$ cat src/rtl/exec_opfetch.sv
// Operand-fetch sequencer: accepts one micro-op, fetches at most one memory operand,
// then issues the micro-op with stable selector codes until the ALU takes it.
module exec_opfetch #(
  parameter int unsigned ADDR_W  = 20,
  parameter int unsigned TAG_W   = 4,
  parameter int unsigned TIMEOUT = 255
) (
  input  logic              iClk,
  input  logic              iRstN,
  input  logic              iUopValid,
  output logic              oUopReady,
  input  logic [2:0]        iUopSel1,
  input  logic [2:0]        iUopSel2,
  input  logic [ADDR_W-1:0] iUopAddr,
  input  logic [TAG_W-1:0]  iUopTag,
  output logic              oMemReq,
  output logic [ADDR_W-1:0] oMemAddr,
  input  logic              iMemGnt,
  input  logic              iMemAck,
  input  logic [15:0]       iMemData,
  output logic [15:0]       oMem,
  output logic [2:0]        oSelIn1,
  output logic [2:0]        oSelIn2,
  output logic              oIssueValid,
  output logic [TAG_W-1:0]  oIssueTag,
  input  logic              iExecReady,
  input  logic              iFlush,
  output logic              oBusErr,
  output logic              oBusy
);

  localparam int unsigned     CntW    = $clog2(TIMEOUT + 1);
  localparam logic [CntW-1:0] CntLast = CntW'(TIMEOUT - 1);
  localparam logic [CntW-1:0] CntMax  = {CntW{1'b1}};

  typedef enum logic [2:0] {StIdle, StMemReq, StMemWait, StIssue, StDrain} stateT;

  stateT             stateQ, stateD;
  logic [CntW-1:0]   cntQ, cntD, cntInc;
  logic [1:0]        sel1Q, sel2Q, selOut1Q, selOut2Q;
  logic [ADDR_W-1:0] addrQ;
  logic [TAG_W-1:0]  tagQ;
  logic [15:0]       memQ;
  logic              accept, capture, issueLoad, timedOut;

  // Only the low two select bits carry meaning.
  logic unusedSelHi;
  assign unusedSelHi = iUopSel1[2] ^ iUopSel2[2];

  assign cntInc   = (cntQ == CntMax) ? cntQ : cntQ + 1'b1;
  assign timedOut = (cntQ >= CntLast);

  always_comb begin
    stateD      = stateQ;
    cntD        = cntQ;
    accept      = 1'b0;
    capture     = 1'b0;
    oBusErr     = 1'b0;
    oUopReady   = 1'b0;
    oMemReq     = 1'b0;
    oIssueValid = 1'b0;
    unique case (stateQ)
      StIdle: begin
        oUopReady = ~iFlush;
        if (!iFlush && iUopValid) begin
          accept = 1'b1;
          stateD = (iUopSel1[1:0] == 2'd1 || iUopSel2[1:0] == 2'd1) ? StMemReq : StIssue;
        end
      end
      StMemReq: begin
        if (iFlush) begin
          stateD = StIdle;
        end else begin
          oMemReq = 1'b1;
          if (iMemGnt) begin
            cntD = '0;
            if (iMemAck) begin
              capture = 1'b1;
              stateD  = StIssue;
            end else begin
              stateD = StMemWait;
            end
          end
        end
      end
      StMemWait: begin
        // A flushed read is still outstanding; drain its ack so it cannot be reused.
        if (iFlush) begin
          stateD = StDrain;
          cntD   = '0;
        end else if (iMemAck) begin
          capture = 1'b1;
          stateD  = StIssue;
        end else if (timedOut) begin
          oBusErr = 1'b1;
          stateD  = StIdle;
        end else begin
          cntD = cntInc;
        end
      end
      StIssue: begin
        if (iFlush) begin
          stateD = StIdle;
        end else begin
          oIssueValid = 1'b1;
          if (iExecReady) stateD = StIdle;
        end
      end
      StDrain: begin
        if (!iFlush) begin
          if (iMemAck) begin
            stateD = StIdle;
          end else if (timedOut) begin
            oBusErr = 1'b1;
            stateD  = StIdle;
          end else begin
            cntD = cntInc;
          end
        end
      end
      default: stateD = StIdle;
    endcase
  end

  assign issueLoad = (stateD == StIssue) && (stateQ != StIssue);

  always_ff @(posedge iClk or negedge iRstN) begin
    if (!iRstN) begin
      stateQ <= StIdle;
      cntQ   <= '0;
    end else begin
      stateQ <= stateD;
      cntQ   <= cntD;
    end
  end

  always_ff @(posedge iClk or negedge iRstN) begin
    if (!iRstN) begin
      sel1Q    <= '0;
      sel2Q    <= '0;
      addrQ    <= '0;
      tagQ     <= '0;
      memQ     <= '0;
      selOut1Q <= '0;
      selOut2Q <= '0;
    end else begin
      if (accept) begin
        sel1Q <= iUopSel1[1:0];
        sel2Q <= iUopSel2[1:0];
        addrQ <= iUopAddr;
        tagQ  <= iUopTag;
      end
      if (capture) memQ <= iMemData;
      // Selector codes only move when a micro-op enters issue.
      if (issueLoad) begin
        selOut1Q <= accept ? iUopSel1[1:0] : sel1Q;
        selOut2Q <= accept ? iUopSel2[1:0] : sel2Q;
      end
    end
  end

  assign oMemAddr  = addrQ;
  assign oMem      = memQ;
  assign oSelIn1   = {1'b0, selOut1Q};
  assign oSelIn2   = {1'b0, selOut2Q};
  assign oIssueTag = tagQ;
  assign oBusy     = (stateQ != StIdle);

endmodule

$ cat config.mk
export PLATFORM = sky130hd
export DESIGN_NAME = exec_opfetch
export DESIGN_NICKNAME = d
export VERILOG_FILES = /design/src/rtl/exec_opfetch.sv
export SDC_FILE = /design/constraint.sdc
export NUM_CORES = 1
export LEC_CHECK = 0
export BUFFER_PORTS_ARGS = -buffer_cell sky130_fd_sc_hd__buf_2
export CAP_MARGIN = 10
export CELL_PAD_IN_SITES_DETAIL_PLACEMENT = 1
export CELL_PAD_IN_SITES_GLOBAL_PLACEMENT = 1
export CORE_MARGIN = 5
export CORE_UTILIZATION = 34
export CTS_CLUSTER_SIZE = 8
export DETAILED_ROUTE_END_ITERATION = 10
export PLACE_DENSITY = 0.79
export SLEW_MARGIN = 20
export SYNTH_ARGS = -nofsm -noshare
export SYNTH_HDL_FRONTEND = slang
export SYNTH_SLANG_ARGS = --single-unit
$ cat constraint.sdc
create_clock -name iClk -period 1.9 [get_ports iClk]
set_input_delay 0.19 -clock iClk [delete_from_list [all_inputs] [get_ports iClk]]
set_output_delay 0.19 -clock iClk [all_outputs]
set_load 0.005 [all_outputs]
# Word level (Yosys, flattened, before mapping)

Index checks and enable logic that the tools add are counted.

Flip-flop bits (word level): 59
Input bits: 53
Output and inout port bits: 51
Logic and storage cells: 71

Add/subtract/negate cells: 1
$lt $le $gt $ge: 1
Equal/unequal tests: 12
Multiplexer cells: 38
Bitwise gates (word level): 1
Reduce and logical (&&, ||, !) cells: 9

Operator list:

| kind                  | number |
|---|---|
| $mux W8               | 7 |
| $mux W3               | 10 |
| $pmux W8 S3           | 1 |
| $mux W1               | 15 |
| $pmux W3 S5           | 1 |
| $eq A3 B2 Y1 const B  | 3 |
| $add A8 B1 Y8 const B | 1 |
| $eq A8 B8 Y1 const B  | 1 |
| $ge A8 B8 Y1 const B  | 1 |
| $mux W2               | 3 |
| $ne A2 B2 Y1 const B  | 3 |
| $reduce_bool A3 Y1    | 2 |
| $eq A2 B1 Y1 const B  | 2 |
| $reduce_and A4 Y1     | 1 |
| $eq A3 B1 Y1 const B  | 1 |
| $eq A3 B3 Y1 const B  | 1 |
| $logic_not A3 Y1      | 1 |
| $ne A3 B2 Y1 const B  | 1 |
| $logic_and A1 B1 Y1   | 2 |
| $pmux W1 S2           | 1 |
| $reduce_or A2 Y1      | 1 |
| $logic_not A1 Y1      | 1 |
| $logic_or A1 B1 Y1    | 1 |
| $not A1 Y1            | 1 |

# Longest topological paths before layout

Depth after elaboration: 7
Mapped depth: 7
Depth with buffers taken out: 7

# Worst setup path after synthesis

No wires, ideal clock.

Path kind: register -> register
Start point: register cntQ[0]
End point: register cntQ[5]
Library setup time: 0.130 ns
Arrival: 1.762 ns
Data required time: 1.770 ns
Slack: 0.008 ns
Stages on the path, launching flop included: 6
Path buffers: 0
Period minus slack after synthesis: 1.892 ns
Cells stage by stage: dfrtp_1 -> ha_1 -> or3_1 -> a31oi_1 -> nor4bb_1 -> nor3_1

Longest elaborated chain between the ends: 6
Elaborated cells between the ends (all ways): 9
Those cells by class: add/sub: 1; order compare: 1; eq/ne: 1; mux: 6

Ends and longest elaborated chain:

| what                                          | RTL line | RTL |
|---|---|---|
| from (decl)                                   | 39       | `logic [CntW-1:0] cntQ, cntD, cntInc;` |
| from (signal assigned)                        | 133      | `cntQ <= cntD;` |
| $add A8 B1 Y8 or $eq A8 B8 Y1 (tied branches) | 50       | `assign cntInc = (cntQ == CntMax) ? cntQ : cntQ + 1'b1;` |
| $mux W8                                       | 50       |  |
| $mux W8 *                                     | 94, 113  |  |
| $mux W8 *                                     | 111      | `if (iMemAck) begin` |
| $mux W8 (on tied branches)                    | 110, 88  |  |
| $pmux W8 S3 *                                 | 62       | `unique case (stateQ)` |

Every way passes the cells marked *; elsewhere a longest branch is shown, timed or not. The select of a mux whose other input is x is not followed.
A chain may end at the register's enable or synchronous reset.

# Final worst setup path

Start point: register stateQ[1]
End point: output port oBusErr

Longest elaborated chain between the ends: 3
Elaborated cells between the ends (all ways): 4
Those cells by class: eq/ne: 2; mux: 1; reduce/logical: 1

Ends and longest elaborated chain:

| what                                         | RTL line | RTL |
|---|---|---|
| from (decl)                                  | 38       | `stateT stateQ, stateD;` |
| from (signal assigned)                       | 129      | `stateQ <= StIdle;` |
| from (signal assigned)                       | 132      | `stateQ <= stateD;` |
| $eq A3 B3 Y1 or $eq A3 B2 Y1 (tied branches) | 62       |  |
| $reduce_or A2 Y1 (no line) *                 | n/a      |  |
| $mux W1 *                                    | n/a      |  |
| to (decl)                                    | 28       | `output logic oBusErr,` |

Every way passes the cells marked *; elsewhere a longest branch is shown, timed or not.

==> run_results.csv <==
group,metric,value,unit
synth,ys_warn_count,0,
critical_path,cp_top_family,"simple AND/OR/NAND/NOR gates",
critical_path,crit_path_max_incr_delay,0.43,ns
critical_path,critPathArrivalTime,1.69,ns
timing,clock.fmax,531,MHz
routing,first_pass_iters,4,
clocking,numCtsBuffers,9,
clocking,clock_latency,0.33,ns
critical_path,worstPathMaxFanout,2,
synth,synth_top_area_share,56.4,%
synth,synth_area_per_cell,13.0,µm²
synth,postSynth.asyncResetShare,100,%
timing,skew,0.00577,ns
job,maxCapViolCount,0,
floorplan,start_util,34.4,%
hold_path,hold_class,"in -> reg",
floorplan,core,7610,µm²
floorplan,dieArea,9550,µm²
synth,netlist_top_cells_area,"dfrtp_1 (56%), mux2_2 (19%), o21ai_0 (1.5%)",
routing,wirelength,7.13,mm
synth,syn_area,2620,µm²
timing,hold_viol_final,0,
routing,dr_wl_met3,528,µm
timing,fin_crit_sh,99.1,%
clocking,htreeDepth,3,
clocking,cts-root-buf,"clkbuf_8",
critical_path,critical_path.startpoint,"stateQ[1]$_DFF_PN0_",
timing,period_minus_slack,1.88,ns
floorplan,num_rows,32,
global_routing,grt_pass1_vias,2318,
clocking,cts_tree,"done",
critical_path,path_class,"reg -> out",
timing,grt_setup_unrepaired,"yes",
global_routing,grt_overflow,0,
placed_design,dp_hpwl,5.18,mm
routing,top_layer,"met4",
routing,wl_met1,2.80,mm
cells_and_area,syn_to_final_growth,41.4,%
pwr,power,5.71,mW
synth,yosys_register_bits,59,
critical_path,start_kind,"flop",
routing,vias,2122,
cells_and_area,final_core_util,48.7,%
critical_path,path_buf_inv,2,
routing,wl_met2,3.73,mm
cells_and_area,multi_input_area,1150,µm²
pwr,power_density,1540,nW/µm²
floorplan,io_pins,104,
routing,routedWlPerCell,16.2,µm
synth,yosysTopAreaCell,"dfrtp_1",
run_status,outcome,"complete, no violations",
synth,synth_common_cells,"dfrtp_1 (59), mux2_2 (45), nor2_1 (9)",
critical_path,required,1.71,ns
cells_and_area,final_cells,439,
cells_and_area,nNetsFinal,387,
cells_and_area,n_antenna_cell,0,
critical_path,path_cells,"buf_6 > xnor2_4 > or3_4 > nor2_4 > and2_1 > buf_2",
synth,synth_seq_area_share,56.4,%
critical_path,slowest_stage,"dfrtp_2",
routing,drc,0,
routing,drt-initial-drc-count,46,
synth,synth_ff_type,"dfrtp_1",
clocking,path_clk_slew,0.07,ns
cells_and_area,fill_cells,852,
clocking,cts_num_sinks,59,
routing,via_per_inst,4.83,
critical_path,r2r_start,"stateQ[2]$_DFF_PN0_",
timing,drv_slew,0,
synth,post-synth-top-count-cell,"dfrtp_1",
global_routing,grt_max_degree,60,
pwr,leakagePower,1.81,nW
cells_and_area,regArea,1480,µm²
global_routing,grt_first_pass_wirelength,11.8,mm
cells_and_area,layout-drive-gt1-share,61.1,%
global_routing,grtUsageTotal,15.2,%
synth,syn_inst,201,
synth,synth_edf_count,0,
timing,holdWs,0.0836,ns
clocking,cts.path.max_buffers,2,
critical_path,cp-end-kind,"primary output",
placed_design,dp.cells,411,
floorplan,die_height,97.7,µm
hold_path,min-delay-start,"iMemData[7]",
placed_design,gp_congestion,0.831,
synth,yosysUniqueCellTypes,42,
floorplan,chipWidth,97.7,µm
placed_design,io_buffers,99,
routing,ant_nets,0,
global_routing,antenna_found_initial,0,
timing,setup_viol,0,
pwr,ir_drop,824,µV
[area by class of cell]
| class | count | share of cell area [%] |
|---|---|---|
| inverter | 4 | 0.406 |
| sequential | 59 | 40.0 |
| tap | 102 | 3.45 |
| clock buffer | 10 | 3.45 |
| clock inverter | 6 | 1.79 |
| timing repair buffer | 128 | 19.9 |
| multi-input combinational | 130 | 31.0 |
[sequential cells by signal, indices dropped and copies added (netlist names)]
register,cells
oMem,16
sel1Q,2
sel2Q,2
cntQ,8
selOut2Q,2
oIssueTag,4
selOut1Q,2
stateQ,3
oMemAddr,20
[worst paths after layout]
| kind | end | depth (start not counted) | slack (ns) |
|---|---|---|---|
| min reg2reg | oMem[14]$_DFFE_PN0P_ | 1 | 0.50 |
| min | oMem[7]$_DFFE_PN0P_ | 2 | 0.08 |
| min in group asynchronous | stateQ[2]$_DFF_PN0_ | 3 | 0.39 |
| max reg2reg | selOut1Q[0]$_DFFE_PN0P_ | 7 | 0.03 |
| max | oBusErr | 6 | 0.02 |
| max in group asynchronous | stateQ[1]$_DFF_PN0_ | 3 | 1.23 |
[routing by layer]
| metal | GRT usage (%) | up-vias |
|---|---|---|
| met3 | 5.57 | 7 |
| met2 | 25.5 | 61 |
| li1 | - | 985 |
| met1 | 18.0 | 1069 |
| met4 | 5.43 | 0 |
| met5 | 0 | - |
[cell usage in the layout (no fill, tap or decap), types with 3 or more instances in the layout]
cell / synthesis / layout
clkbuf_8: 0 / 9
clkinvlp_4: 0 / 3
nor2_1: 9 / 8
buf_2: 3 / 99
buf_4: 3 / 25
a21oi_1: 6 / 6
inv_1: 4 / 4
nand3_1: 4 / 4
mux2_2: 45 / 45
nand4_1: 3 / 3
nand2_1: 7 / 7
nand2b_1: 3 / 3
o21ai_1: 1 / 3
o21ai_0: 8 / 6
nor3_1: 5 / 4
dfrtp_2: 0 / 3
a31oi_1: 3 / 3
dfrtp_1: 59 / 56
[what timing repair did]
| item | CTS | global route |
|---|---|---|
| hold buffers | 1 | 0 |
| endpoints found under the setup margin | 1 | 9 |
| setup buffers | 6 | 5 |
| resized for setup | 8 | 12 |
| hold endpoints to repair | 59 | 0 |
| pin swaps | 3 | 8 |
[kinds of logic (layout without fill, tap and decap cells)]
group           after synthesis  count (layout)  share of synthesized area [%]
fa+ha+maj                     2               2                          0.956
buf+inv                      13             148                           2.72
compound gates               29              29                           7.89
simple gates                 48              48                           10.7
other cells                   1               2                          0.143
xor+xnor                      1               1                          0.335
flops                        59              59                           56.4
mux                          48              48                           20.9
[metrics by stage]
stage	area [µm²]	setup TNS [ns]	worst slack, ns
after global placement	3330	0	0.100
after detailed placement	3330	0	0.0316
after global routing	3700	-0.291	-0.0547
after CTS	3610	-0.0272	-0.0272
after floorplan	2620	0	0.00757
final	3700	0	0.0165
[report_power, final]
part | switching [mW] | internal, mW | leakage [nW]
clock network | 0.522 | 0.605 | 0.0885
registers | 0.318 | 1.84 | 0.719
logic | 1.06 | 1.35 | 1.01
total | 1.90 | 3.80 | 1.81
Note: power is estimated with default switching activity, not from simulation.
